## src/rtl/cic_dec_ctrl_if.sv

```systemverilog
// Control/status bundle between the DSP control registers and the CIC sequencer.
// master: register/control side, slave: cic_dec_ctrl.
interface cic_dec_ctrl_if;
    logic       enable;
    logic       strobe_in;
    logic [7:0] rate_in;
    logic       rate_stb;
    logic       strobe_int;
    logic       strobe_cic;
    logic       clear_out;
    logic [4:0] shift;
    logic [7:0] rate_active;
    logic       busy;

    modport master (
        output enable, strobe_in, rate_in, rate_stb,
        input  strobe_int, strobe_cic, clear_out, shift, rate_active, busy
    );

    modport slave (
        input  enable, strobe_in, rate_in, rate_stb,
        output strobe_int, strobe_cic, clear_out, shift, rate_active, busy
    );
endinterface

```

## src/rtl/cic_dec_ctrl.sv

```systemverilog
// Sequencer for a 4-stage CIC decimator: integrator enable, decimated output strobe,
// boundary-aligned rate changes with integrator/comb clear, and output bit-gain shift.
// Optional feature macro: CIC_DEC_CTRL_FLUSH_EN -- suppresses FLUSH_OUTS decimated outputs
// after every rate change that clears the datapath.
module cic_dec_ctrl #(
    parameter logic [7:0]  DEFAULT_RATE = 8'd4,
    parameter int unsigned FLUSH_OUTS   = 4
) (
    input  logic              clock,
    input  logic              reset_n,
    cic_dec_ctrl_if.slave     ctrl
);

    localparam int unsigned RATE_W  = 8;
    localparam int unsigned CNT_W   = 7;
    localparam int unsigned SHIFT_W = 5;
    localparam logic [RATE_W-1:0] RATE_MAX = 8'd128;

    typedef enum logic {
        S_IDLE,
        S_RUN
    } state_t;

    // Bit growth of a 4-stage CIC: ceil(4*log2(r)) == ceil(log2(r^4)).
    function automatic logic [SHIFT_W-1:0] bitgain(input logic [RATE_W-1:0] r);
        logic [31:0]        p;
        logic [SHIFT_W-1:0] s;
        p = 32'(r) * 32'(r) * 32'(r) * 32'(r);
        s = 5'd28;
        for (int i = 27; i >= 0; i--) begin
            if ((32'd1 << i) >= p) s = 5'(i);
        end
        return s;
    endfunction

    // Clamp requested rate into the legal 1..128 range.
    function automatic logic [RATE_W-1:0] coerce(input logic [RATE_W-1:0] r);
        if (r == '0)           return 8'd1;
        else if (r > RATE_MAX) return RATE_MAX;
        else                   return r;
    endfunction

    state_t              state_q, state_d;
    logic [RATE_W-1:0]   rate_q, rate_d;
    logic [SHIFT_W-1:0]  shift_q, shift_d;
    logic [CNT_W-1:0]    cnt_q, cnt_d;
    logic [RATE_W-1:0]   pend_q, pend_d;
    logic                pend_vld_q, pend_vld_d;
    logic                sint_q, sint_d;
    logic                scic_q, scic_d;
    logic                clr_q, clr_d;
    logic                busy_q, busy_d;

    logic                boundary_c;
    logic                apply_c;
    logic                change_c;
    logic                flush_act_c;
    logic [CNT_W-1:0]    reload_c;

    // Last input sample of a decimation block.
    assign boundary_c = ctrl.enable & ctrl.strobe_in & (cnt_q == '0);
    // Pending rate takes effect on a boundary, or immediately while the datapath is idle.
    assign apply_c    = pend_vld_q & (boundary_c | ~ctrl.enable);
    // Only a real rate change discards datapath state.
    assign change_c   = apply_c & (pend_q != rate_q);
    assign reload_c   = apply_c ? 7'(pend_q - 8'd1) : 7'(rate_q - 8'd1);

`ifdef CIC_DEC_CTRL_FLUSH_EN
    localparam int unsigned FLUSH_W = (FLUSH_OUTS < 2) ? 1 : $clog2(FLUSH_OUTS + 1);
    logic [FLUSH_W-1:0] flush_q, flush_d;

    assign flush_act_c = (flush_q != '0);

    // Flush counter: loaded on a clearing apply, counts down on suppressed boundaries.
    always_comb begin
        flush_d = flush_q;
        if (change_c)                      flush_d = FLUSH_W'(FLUSH_OUTS);
        else if (boundary_c && flush_act_c) flush_d = flush_q - FLUSH_W'(1);
    end

    // Flush counter register.
    always_ff @(posedge clock or negedge reset_n) begin
        if (!reset_n) flush_q <= '0;
        else          flush_q <= flush_d;
    end
`else
    // FLUSH_OUTS has no effect without the flush feature.
    logic unused_flush_outs;
    assign unused_flush_outs = (FLUSH_OUTS != 0);
    assign flush_act_c       = 1'b0;
`endif

    // Next-state: enable tracking, counter, rate/shift apply, pending register, strobes.
    always_comb begin
        state_d    = state_q;
        rate_d     = rate_q;
        shift_d    = shift_q;
        cnt_d      = cnt_q;
        pend_d     = pend_q;
        pend_vld_d = pend_vld_q;
        sint_d     = ctrl.enable & ctrl.strobe_in;
        scic_d     = boundary_c & ~change_c & ~flush_act_c;
        clr_d      = change_c;

        case (state_q)
            S_IDLE: begin
                if (ctrl.enable) begin
                    state_d = S_RUN;
                    clr_d   = 1'b1;
                end
            end
            S_RUN: begin
                if (!ctrl.enable) state_d = S_IDLE;
            end
            default: state_d = S_IDLE;
        endcase

        if (!ctrl.enable || boundary_c) cnt_d = reload_c;
        else if (ctrl.strobe_in)        cnt_d = cnt_q - 7'd1;

        if (apply_c) begin
            rate_d     = pend_q;
            shift_d    = bitgain(pend_q);
            pend_vld_d = 1'b0;
        end

        if (ctrl.rate_stb) begin
            pend_d     = coerce(ctrl.rate_in);
            pend_vld_d = 1'b1;
        end

`ifdef CIC_DEC_CTRL_FLUSH_EN
        busy_d = pend_vld_d | (flush_d != '0);
`else
        busy_d = pend_vld_d;
`endif
    end

    // State registers.
    always_ff @(posedge clock or negedge reset_n) begin
        if (!reset_n) begin
            state_q    <= S_IDLE;
            rate_q     <= DEFAULT_RATE;
            shift_q    <= bitgain(DEFAULT_RATE);
            cnt_q      <= 7'(DEFAULT_RATE - 8'd1);
            pend_q     <= '0;
            pend_vld_q <= 1'b0;
            sint_q     <= 1'b0;
            scic_q     <= 1'b0;
            clr_q      <= 1'b0;
            busy_q     <= 1'b0;
        end else begin
            state_q    <= state_d;
            rate_q     <= rate_d;
            shift_q    <= shift_d;
            cnt_q      <= cnt_d;
            pend_q     <= pend_d;
            pend_vld_q <= pend_vld_d;
            sint_q     <= sint_d;
            scic_q     <= scic_d;
            clr_q      <= clr_d;
            busy_q     <= busy_d;
        end
    end

    assign ctrl.strobe_int  = sint_q;
    assign ctrl.strobe_cic  = scic_q;
    assign ctrl.clear_out   = clr_q;
    assign ctrl.shift       = shift_q;
    assign ctrl.rate_active = rate_q;
    assign ctrl.busy        = busy_q;

endmodule

```

## src/flat_wrapper.sv

```systemverilog
// flat-port wrapper written by rule: the top's interface ports become plain ports
module cic_dec_ctrl_flat 
#(
    parameter logic [7:0]  DEFAULT_RATE = 8'd4,
    parameter int unsigned FLUSH_OUTS   = 4
)
  (clock, reset_n, ctrl_enable, ctrl_strobe_in, ctrl_rate_in, ctrl_rate_stb, ctrl_strobe_int, ctrl_strobe_cic, ctrl_clear_out, ctrl_shift, ctrl_rate_active, ctrl_busy);
  cic_dec_ctrl_if ctrl_i ();
  input  logic clock;
  input  logic reset_n;
  input wire logic [$bits(ctrl_i.enable)-1:0] ctrl_enable;
  input wire logic [$bits(ctrl_i.strobe_in)-1:0] ctrl_strobe_in;
  input wire logic [$bits(ctrl_i.rate_in)-1:0] ctrl_rate_in;
  input wire logic [$bits(ctrl_i.rate_stb)-1:0] ctrl_rate_stb;
  output wire logic [$bits(ctrl_i.strobe_int)-1:0] ctrl_strobe_int;
  output wire logic [$bits(ctrl_i.strobe_cic)-1:0] ctrl_strobe_cic;
  output wire logic [$bits(ctrl_i.clear_out)-1:0] ctrl_clear_out;
  output wire logic [$bits(ctrl_i.shift)-1:0] ctrl_shift;
  output wire logic [$bits(ctrl_i.rate_active)-1:0] ctrl_rate_active;
  output wire logic [$bits(ctrl_i.busy)-1:0] ctrl_busy;
  assign ctrl_i.enable = ctrl_enable;
  assign ctrl_i.strobe_in = ctrl_strobe_in;
  assign ctrl_i.rate_in = ctrl_rate_in;
  assign ctrl_i.rate_stb = ctrl_rate_stb;
  assign ctrl_strobe_int = ctrl_i.strobe_int;
  assign ctrl_strobe_cic = ctrl_i.strobe_cic;
  assign ctrl_clear_out = ctrl_i.clear_out;
  assign ctrl_shift = ctrl_i.shift;
  assign ctrl_rate_active = ctrl_i.rate_active;
  assign ctrl_busy = ctrl_i.busy;
  cic_dec_ctrl #(.DEFAULT_RATE(DEFAULT_RATE), .FLUSH_OUTS(FLUSH_OUTS)) u_core (.clock(clock), .reset_n(reset_n), .ctrl(ctrl_i));
endmodule
```

## config.mk

```make
export PLATFORM = sky130hd
export DESIGN_NAME = cic_dec_ctrl_flat
export DESIGN_NICKNAME = d
export VERILOG_FILES = /design/src/rtl/cic_dec_ctrl_if.sv /design/src/rtl/cic_dec_ctrl.sv /design/src/flat_wrapper.sv
export SDC_FILE = /design/constraint.sdc
export NUM_CORES = 1
export LEC_CHECK = 0
export BUFFER_PORTS_ARGS = -buffer_cell sky130_fd_sc_hd__buf_4
export CAP_MARGIN = 15
export CORE_MARGIN = 4
export CORE_UTILIZATION = 60
export CTS_CLUSTER_DIAMETER = 150
export DETAILED_ROUTE_END_ITERATION = 8
export MAX_ROUTING_LAYER = met4
export PLACE_DENSITY_LB_ADDON = 0.25
export SLEW_MARGIN = 20
export SYNTH_ARGS = -nofsm -noshare
export SYNTH_HDL_FRONTEND = slang
export SYNTH_SLANG_ARGS = --single-unit
```

## constraint.sdc

```tcl
create_clock -name clock -period 12.75 [get_ports clock]
set_input_delay 2.55 -clock clock [delete_from_list [all_inputs] [get_ports clock]]
set_output_delay 2.55 -clock clock [all_outputs]
set_load 0.02 [all_outputs]
```

After elaboration in Yosys (flattened, before gate mapping)
Index checks and enable logic that the tools add are counted.
- multiplexer cells: 38
- magnitude comparators: 29
- add/subtract/negate cells: 3
- equal/unequal tests: 1
- multipliers: 3
- reductions and logical operators: 6
- bitwise logic cells: 8
- operators with widths (kind ; count):
    two-way mux 5 bit ; 16
    greater-or-equal comparator 1 x 32 -> 1 bit, first input constant ; 1
    greater-or-equal comparator 10 x 32 -> 1 bit, first input constant ; 1
    greater-or-equal comparator 11 x 32 -> 1 bit, first input constant ; 1
    greater-or-equal comparator 12 x 32 -> 1 bit, first input constant ; 1
    greater-or-equal comparator 13 x 32 -> 1 bit, first input constant ; 1
    greater-or-equal comparator 14 x 32 -> 1 bit, first input constant ; 1
    greater-or-equal comparator 15 x 32 -> 1 bit, first input constant ; 1
    greater-or-equal comparator 16 x 32 -> 1 bit, first input constant ; 1
    greater-or-equal comparator 17 x 32 -> 1 bit, first input constant ; 1
    greater-or-equal comparator 18 x 32 -> 1 bit, first input constant ; 1
    greater-or-equal comparator 19 x 32 -> 1 bit, first input constant ; 1
    greater-or-equal comparator 2 x 32 -> 1 bit, first input constant ; 1
    greater-or-equal comparator 20 x 32 -> 1 bit, first input constant ; 1
    greater-or-equal comparator 21 x 32 -> 1 bit, first input constant ; 1
    greater-or-equal comparator 22 x 32 -> 1 bit, first input constant ; 1
    greater-or-equal comparator 23 x 32 -> 1 bit, first input constant ; 1
    greater-or-equal comparator 24 x 32 -> 1 bit, first input constant ; 1
    greater-or-equal comparator 25 x 32 -> 1 bit, first input constant ; 1
    greater-or-equal comparator 26 x 32 -> 1 bit, first input constant ; 1
    greater-or-equal comparator 27 x 32 -> 1 bit, first input constant ; 1
    greater-or-equal comparator 28 x 32 -> 1 bit, first input constant ; 1
    greater-or-equal comparator 3 x 32 -> 1 bit, first input constant ; 1
    greater-or-equal comparator 4 x 32 -> 1 bit, first input constant ; 1
    other kinds (24) ; 49
- bits of input ports: 13
- logic and storage cells: 97
- output and inout port bits: 17
- register bits: 33

Longest topological paths before layout
Gate-level depths: netlist of the first run.
- word-level depth: 32
- mapped depth: 60
- depth with buffers taken out: 56

Worst setup path after synthesis of the first run
OpenSTA, ideal clock, no wires.
- kind: register -> register
- start: register u_core.pend_q[0]
- end: register u_core.shift_q[1] (netlist: u_core.ctrl.shift[1])
- required time: 12629 ps
- path buffers: 3
- setup slack: -833 ps
- stages on the path, launching flop included: 52
- library setup time: 121 ps
- arrival time: 13463 ps
- cells stage by stage: dfrtp_1 -> clkbuf_1 -> clkbuf_1 -> and2_1 -> ha_1 -> a31o_2 -> fa_1 -> inv_1 -> fa_1 -> fa_1 -> inv_1 -> ha_1 -> a21oi_1 -> o21bai_1 -> a21oi_1 -> o21bai_1 -> a21oi_1 -> o21bai_1 -> (+16 left out) -> fa_1 -> fa_1 -> inv_1 -> fa_1 -> inv_1 -> ha_1 -> clkbuf_1 -> a21o_1 -> a31o_2 -> a21oi_1 -> o221ai_1 -> a311o_1 -> nor4_4 -> and3_1 -> o21ai_0 -> and4_1 -> or3_1 -> a2bb2oi_1
- cells in the longest elaborated chain, start to end: 32
- elaborated cells between the ends (all ways): 59
- classes of those cells: mul: 3; order compare: 28; mux: 28
- ends and longest elaborated chain (item ; line ; RTL):
    start: declaration ; cic_dec_ctrl.sv:47 ; logic [RATE_W-1:0] pend_q, pend_d;
    start signal: assignment ; cic_dec_ctrl.sv:157 ; pend_q <= pend_d;
    multiplier 8 x 8 -> 16 bit ; cic_dec_ctrl.sv:28 ; p = 32'(r) * 32'(r) * 32'(r) * 32'(r);
    multiplier 16 x 8 -> 24 bit ; cic_dec_ctrl.sv:28 ;
    multiplier 24 x 8 -> 32 bit (*) ; cic_dec_ctrl.sv:28 ;
    greater-or-equal comparator 28 x 32 -> 1 bit ; cic_dec_ctrl.sv:31 ; if ((32'd1 << i) >= p) s = 5'(i);
    two-way mux 3 bit (4 in a row) ; cic_dec_ctrl.sv:31 ;
    two-way mux 4 bit (8 in a row) ; cic_dec_ctrl.sv:31 ;
    two-way mux 5 bit (15 in a row) ; cic_dec_ctrl.sv:31 ;
    two-way mux 5 bit (*) ; cic_dec_ctrl.sv:31 ;
    end signal: assignment ; cic_dec_ctrl.sv:144 ; shift_q <= bitgain(DEFAULT_RATE);
    end signal: assignment ; cic_dec_ctrl.sv:155 ; shift_q <= shift_d;
    end: declaration ; cic_dec_ctrl.sv:45 ; logic [SHIFT_W-1:0] shift_q, shift_d;
Mark *: on every way between the ends. The rest lies on a longest branch, timed or not.
A chain may end at the register's enable or synchronous reset.

Worst setup path in the final report of the first run
- start: register u_core.pend_q[2]
- end: register u_core.shift_q[1] (netlist: u_core.ctrl.shift[1])
Same word-level chain as after synthesis.

==> results of run 1 <==
per-layer routing:
layer / vias up / global-route usage / part of all wire
met5: - / - / 0
met4: 0 / 0.0780 / 0.040
met3: 131 / 0.0315 / 0.057
met2: 501 / 0.504 / 0.51
met1: 6179 / 0.377 / 0.39
li1: 5502 / - / -
registers in the layout, indices dropped and copies added, names as in the netlist:
register,flops
u_core.cnt_q,7
u_core.ctrl.strobe_cic,1
u_core.ctrl.strobe_int,1
u_core.ctrl.clear_out,1
u_core.pend_vld_q,1
u_core.ctrl.rate_active,8
u_core.ctrl.shift,5
u_core.state_q,1
u_core.pend_q,8
repair_timing:
action,4_1_cts,5_1_grt
setup buffers,19,31
resized for setup,49,173
gates cloned,0,0
pin swaps,51,164
endpoints found under the setup margin,5,5
layout make-up:
type	count	area share
Clock buffer	7	0.00839
Timing Repair Buffer	247	0.113
Multi-Input combinational cell	1218	0.742
Clock inverter	1	0.00177
Sequential cell	33	0.0491
Tap cell	280	0.0206
Inverter	297	0.0661
worst register-to-register path, delay by kind of cell (launching register included):
kind | cells | cell delay [ns]
buf+inv | 13 | 1.29
simple gates | 8 | 1.82
fa+ha+maj | 14 | 5.77
compound gates | 17 | 2.87
flops | 1 | 0.43
xor+xnor | 4 | 0.77
per-stage QoR:
stage	cell area [um^2]	setup WS, ns
floorplan	13800	0.0132
global placement	15400	-0.249
detailed placement	15400	-0.362
CTS	16000	0.00465
global route	17000	-0.584
finish	17000	-0.298
final timing paths:
| check | startpoint | slack (ns) | to | cells after the start |
|---|---|---|---|---|
| max in group asynchronous | reset_n | 10.19 | u_core.pend_q[2] | 1 |
| worst max-delay path | u_core.pend_q[2] | -0.30 | u_core.ctrl.shift[1] | 56 |
| min in group asynchronous | reset_n | 2.20 | u_core.ctrl.shift[0] | 1 |
| worst max register to register | u_core.pend_q[2] | -0.30 | u_core.ctrl.shift[1] | 56 |
| worst min-delay path | u_core.state_q | 0.41 | u_core.ctrl.clear_out | 1 |
| worst min register to register | u_core.state_q | 0.41 | u_core.ctrl.clear_out | 1 |
cells in the final DEF (no fill, tap or decap), drive strengths merged, types with 8 or more instances in the layout:
cell,netlist,layout
a211oi,13,13
a21o,19,19
a21oi,56,56
a31oi,11,11
and2,185,185
and3,11,11
buf,5,247
dfrtp,29,29
fa,233,233
ha,124,124
inv,295,295
mux2,13,13
mux2i,11,11
nand2,167,167
nand2b,15,15
nand3,18,18
nand3b,9,9
nor2,59,59
nor3,19,19
nor4,12,12
o211ai,8,8
o21ai,43,43
o21bai,18,18
o31ai,10,10
or3,11,11
xnor2,40,40
xor2,23,23
Yosys cell counts, types with 3 or more instances:
| master | number |
|---|---|
| xor2_1 | 23 |
| nor3_1 | 18 |
| a31oi_1 | 11 |
| o22a_1 | 3 |
| or3_1 | 11 |
| a31o_2 | 3 |
| nand2_1 | 167 |
| o31a_1 | 3 |
| inv_1 | 295 |
| and3_1 | 11 |
| xnor2_1 | 40 |
| nand3b_1 | 8 |
| o31ai_1 | 10 |
| o22ai_1 | 5 |
| dfstp_2 | 4 |
| or2_2 | 5 |
| a311o_1 | 3 |
| fa_1 | 233 |
| nand2b_1 | 15 |
| a21o_1 | 19 |
| nand4_1 | 6 |
| mux2i_1 | 11 |
| and2_1 | 185 |
| a21oi_1 | 56 |
| o21a_1 | 5 |
| o21bai_1 | 18 |
| mux2_2 | 13 |
| o21ai_1 | 5 |
| nor3b_1 | 6 |
| dfrtp_1 | 29 |
| a211oi_1 | 12 |
| ha_1 | 124 |
| o211ai_1 | 8 |
| a22o_1 | 3 |
| nand3_1 | 18 |
| nor4_1 | 9 |
| clkbuf_1 | 46 |
| o21ai_0 | 38 |
| o211a_1 | 3 |
| and4_1 | 4 |
| buf_1 | 3 |
| nor2_1 | 59 |
| nor2b_1 | 7 |
kinds of logic (layout without fill, tap and decap cells):
| group | Yosys count | after routing | share of synthesized area |
|---|---|---|---|
| compound gates | 234 | 234 | 0.116 |
| xor+xnor | 63 | 63 | 0.0407 |
| simple gates | 537 | 537 | 0.208 |
| other cells | 1 | 3 | 0.000276 |
| buf+inv | 348 | 552 | 0.0964 |
| flops | 33 | 33 | 0.0612 |
| fa+ha+maj | 357 | 357 | 0.458 |
| mux | 24 | 24 | 0.0189 |
==> metrics.cfg, run 1 <==
[run_status]
outcome = complete, but fails checks
violations = setup timing

[clocking]
cts_tree = built
htreeDepth = 2
cts_buffer_depth = 2
insertion_delay_ns = 0.29
cts_made_buffers = 5
clockRootBuffer = clkbuf_16
cts.clk_slew.worst_paths_ns = 0.06
cts_hold_buffers = 0
clkSinkCount = 33

[route]
drtIter0Drc = 897
wl_per_cell_um = 19.0
first_pass_iters = 5
route.detailed.drc = 0
num_vias = 12300
wirelength_um = 39500
ant_nets = 0
vias_per_cell = 5.91

[sta]
postLayoutSetupSlackWorst_ns = -0.298
max_slew_margin = 0.393
worst_pin_slew_ns = 0.905
finalCritPeriodShare = 1.02
hold_violations = 0
rsz0062_at_grt = true
fin_crit_ns = 13.05
hold_slack_ns = 0.412
fmax_ghz = 0.0766
drv_slew = 0
finalSetupTns_ns = -1.05
setup_viol = 5
fin_worst_skew_ns = 0.00688

[worst_setup_path]
crit_path_end_kind = flop
critical-path-top-delay-family = adder cells
crit_slowest_cell = fa_1
cp_slowest_stage_delay_ns = 0.56
crit_type = flop to flop
crit_required_ns = 12.93
worst-path-buf-inv = 13
cp_common_cell = fa_1
cp.arrival_ns = 13.23
worst-path-max-fanout = 7
setup.worst_path.start_class = flop

[global_routing]
antenna_found_initial = 0
grt_pass1_wl_um = 58700
grt_overflow = 0
grt_max_degree = 45
grt_util_all_layers = 0.295
grt_pass1_vias = 12400

[die]
initial_utilization = 0.616
ioPinCount = 30
rows = 54
die_y_um = 158
die_w_um = 158
placeableCoreArea_um2 = 22000
fp.dieArea_um2 = 25100

[logic_synthesis]
netlist_top_cells_area = fa_1 34%, ha_1 11%, and2_1 8.5%
syn_area_um2 = 13600
yosys.area.top_type = fa_1
synth_seq_cells = 33
syn_avg_cell_area_um2 = 8.50
synth_top_area_share = 0.344
synth_edf_count = 0
synth_async_sr_flop_share = 1.00
synth_warnings = 0
synth_top_flop_cell = dfrtp_1
netlist_instances = 1597
seq_area_frac_synth = 0.0612
synth.distinct_cells = 74

[layout]
area_delta_synth_final_pct = 25.3
seq_area_um2 = 835
n_antenna_cell = 0
fillers = 1417
layout.nets = 2172
fin_cells = 2083
final_layout_size_suffix_gt1_frac = 0.265
post-route-util = 0.772
multi_input_area_um2 = 12600

[placed_design]
dp_cells = 2026
gp_congestion = 0.936
place_hpwl_um = 27500
portBuffers = 29

[worst_hold_path]
min-delay-path-class = flop to flop

[run]
maxCapViolCount = 0

Power of run 1 is not shown: default switching activity piles up to over one toggle a cycle in this logic, so the estimate is an artifact.
==> run 2, diff against run 1 <==
Settings changed: CAP_MARGIN 15 to default, GPL_TIMING_DRIVEN from default to 0.
Clock period 12.75 ns to 16.25 ns, I/O delays scaled along.
==> metrics.cfg, run 2 (same netlist as run 1, synthesis figures left out) <==
[global_routing]
grt_pass1_vias = 11600  ; -6.4%
antenna_found_initial = 0  ; unchanged
grt_max_degree = 34  ; -24%
grt_pass1_wl_um = 57700  ; -1.8%
grt_util_all_layers = 0.298  ; +0.00288
grt_overflow = 0  ; unchanged

[worst_setup_path]
crit_slowest_cell = fa_1
endpoint = u_core.ctrl.shift[1]
cp_common_cell = fa_1
crit_required_ns = 16.41  ; +3.48 ns
cp-startpoint = u_core.pend_q[1]
r2r_start = u_core.pend_q[1]
reg2reg_depth = 51  ; -8.9%
cp_slowest_stage_delay_ns = 0.56  ; about the same
timing.rr.end = u_core.ctrl.shift[1]
crit_path_end_kind = flop
setup.worst_path.start_class = flop
reg2reg_slack_ns = 0.85  ; +1.15 ns
worst-path-max-fanout = 10  ; +3
cp.arrival_ns = 15.56  ; +2.33 ns
crit_type = flop to flop

[placed_design]
place_hpwl_um = 28400  ; +3.1%
portBuffers = 29  ; unchanged
gp_congestion = 0.938  ; +0.18%

[route]
num_vias = 11200  ; -9.4%
vias_per_cell = 5.83  ; -1.4%
wl_per_cell_um = 18.3  ; -3.3%
route.detailed.drc = 0  ; unchanged
drtIter0Drc = 819  ; -8.7%
ant_nets = 0  ; unchanged
first_pass_iters = 5  ; unchanged
wirelength_um = 35100  ; -11%

[sta]
worst_pin_slew_ns = 0.958  ; +0.0527 ns
drv_slew = 0  ; unchanged
hold_violations = 0  ; unchanged
hold_slack_ns = 0.420  ; +0.00728 ns
fin_worst_skew_ns = 0.00436  ; -0.00253 ns
fin_crit_ns = 15.40  ; +2.35 ns
finalSetupTns_ns = 0  ; +1.05 ns
finalCritPeriodShare = 0.948  ; -0.0758
max_slew_margin = 0.357  ; -0.0361
fmax_ghz = 0.0649  ; -15%
setup_viol = 0  ; -5

[clocking]
cts_tree = built
insertion_delay_ns = 0.28  ; about the same
postCtsSetupRepairBufs = 0  ; -19
cts.clk_slew.worst_paths_ns = 0.06  ; about the same
htreeDepth = 2  ; unchanged
cts_made_buffers = 5  ; unchanged
cts_buffer_depth = 2  ; unchanged
clkSinkCount = 33  ; unchanged
clockRootBuffer = clkbuf_16

[die]
rows = 54  ; unchanged
placeableCoreArea_um2 = 22000  ; unchanged
die_y_um = 158  ; unchanged
ioPinCount = 30  ; unchanged
fp.dieArea_um2 = 25100  ; unchanged
die_w_um = 158  ; unchanged
initial_utilization = 0.616  ; unchanged

[layout]
final_common_cell = inv_1
final_cell_mix = 295 x inv_1, 233 x fa_1, 185 x and2_1
final_layout_size_suffix_gt1_frac = 0.0538  ; -0.211
area_delta_synth_final_pct = 5.82
n_antenna_cell = 0  ; unchanged
fillers = 1920  ; +35%
layout.nets = 2004  ; -7.7%

[run]
maxCapViolCount = 0  ; unchanged

[worst_hold_path]
min-delay-path-class = flop to flop

[run_status]
outcome = finished, final reports clean

run 2: cell count changes in the layout (fill, tap and decap cells not counted), sizes merged:
| cell | previous run | this run |
|---|---|---|
| clkinvlp | 1 | 2 |
| clkinv | 1 | 2 |
| clkbuf | 7 | 48 |
| buf | 247 | 36 |
run 2: worst min-delay path by stage:
stage                              start               endpoint  slack [ns]  depth (start not counted)
after floorplan           u_core.state_q  u_core.ctrl.clear_out        0.40                          1
after global placement    u_core.state_q  u_core.ctrl.clear_out        0.41                          1
after global routing      u_core.state_q  u_core.ctrl.clear_out        0.47                          1
final                     u_core.state_q  u_core.ctrl.clear_out        0.42                          1
after detailed placement  u_core.state_q  u_core.ctrl.clear_out        0.41                          1
after CTS                 u_core.state_q  u_core.ctrl.clear_out        0.42                          1
run 2: area by class of cell:
cell class                 instances  area (um^2)  area share
inverter                         297         1120      0.0779
clock inverter                     3         46.3     0.00322
multi-input combinational       1218        11500       0.799
clock buffer                       5          125     0.00871
tap                              280          350      0.0244
buffer                            49          194      0.0135
sequential                        33          832      0.0579
timing repair buffer              30          225      0.0157
run 2: critical path, delay by kind of cell (launching register included):
family | cells | cell delay [ns]
AND/OR/NAND/NOR | 9 | 2.22
buffers and inverters | 10 | 1.57
adder cells (fa/ha/maj) | 15 | 6.88
XOR/XNOR | 2 | 0.91
AO/OA/AOI/OAI | 15 | 3.40
flip-flops | 1 | 0.36
run 2: per-stage QoR:
step	worst slack [ns]	instance area [um^2]	utilization	std cells
global route	-0.0116	14400	0.652	1915
global placement	0.556	14100	0.642	1908
detailed placement	0.362	14200	0.643	1909
floorplan	2.67	13600	-	1599
finish	0.852	14400	0.652	1915
CTS	0.346	14300	0.651	1917
run 2: what timing repair did:
item                                   CTS  global route
endpoints found under the hold margin    0             0
gates resized for setup                  0            19
setup endpoints to repair                0             5
hold buffers                             0             0
run 2: per-layer routing:
metal | up-vias | part of all wire | global-route usage
met5 | - | 0 | -
met3 | 79 | 0.070 | 0.0462
met4 | 0 | 0.031 | 0.0784
li1 | 5162 | - | -
met2 | 373 | 0.48 | 0.488
met1 | 5542 | 0.42 | 0.389
Power of run 2 is left out for the same reason.
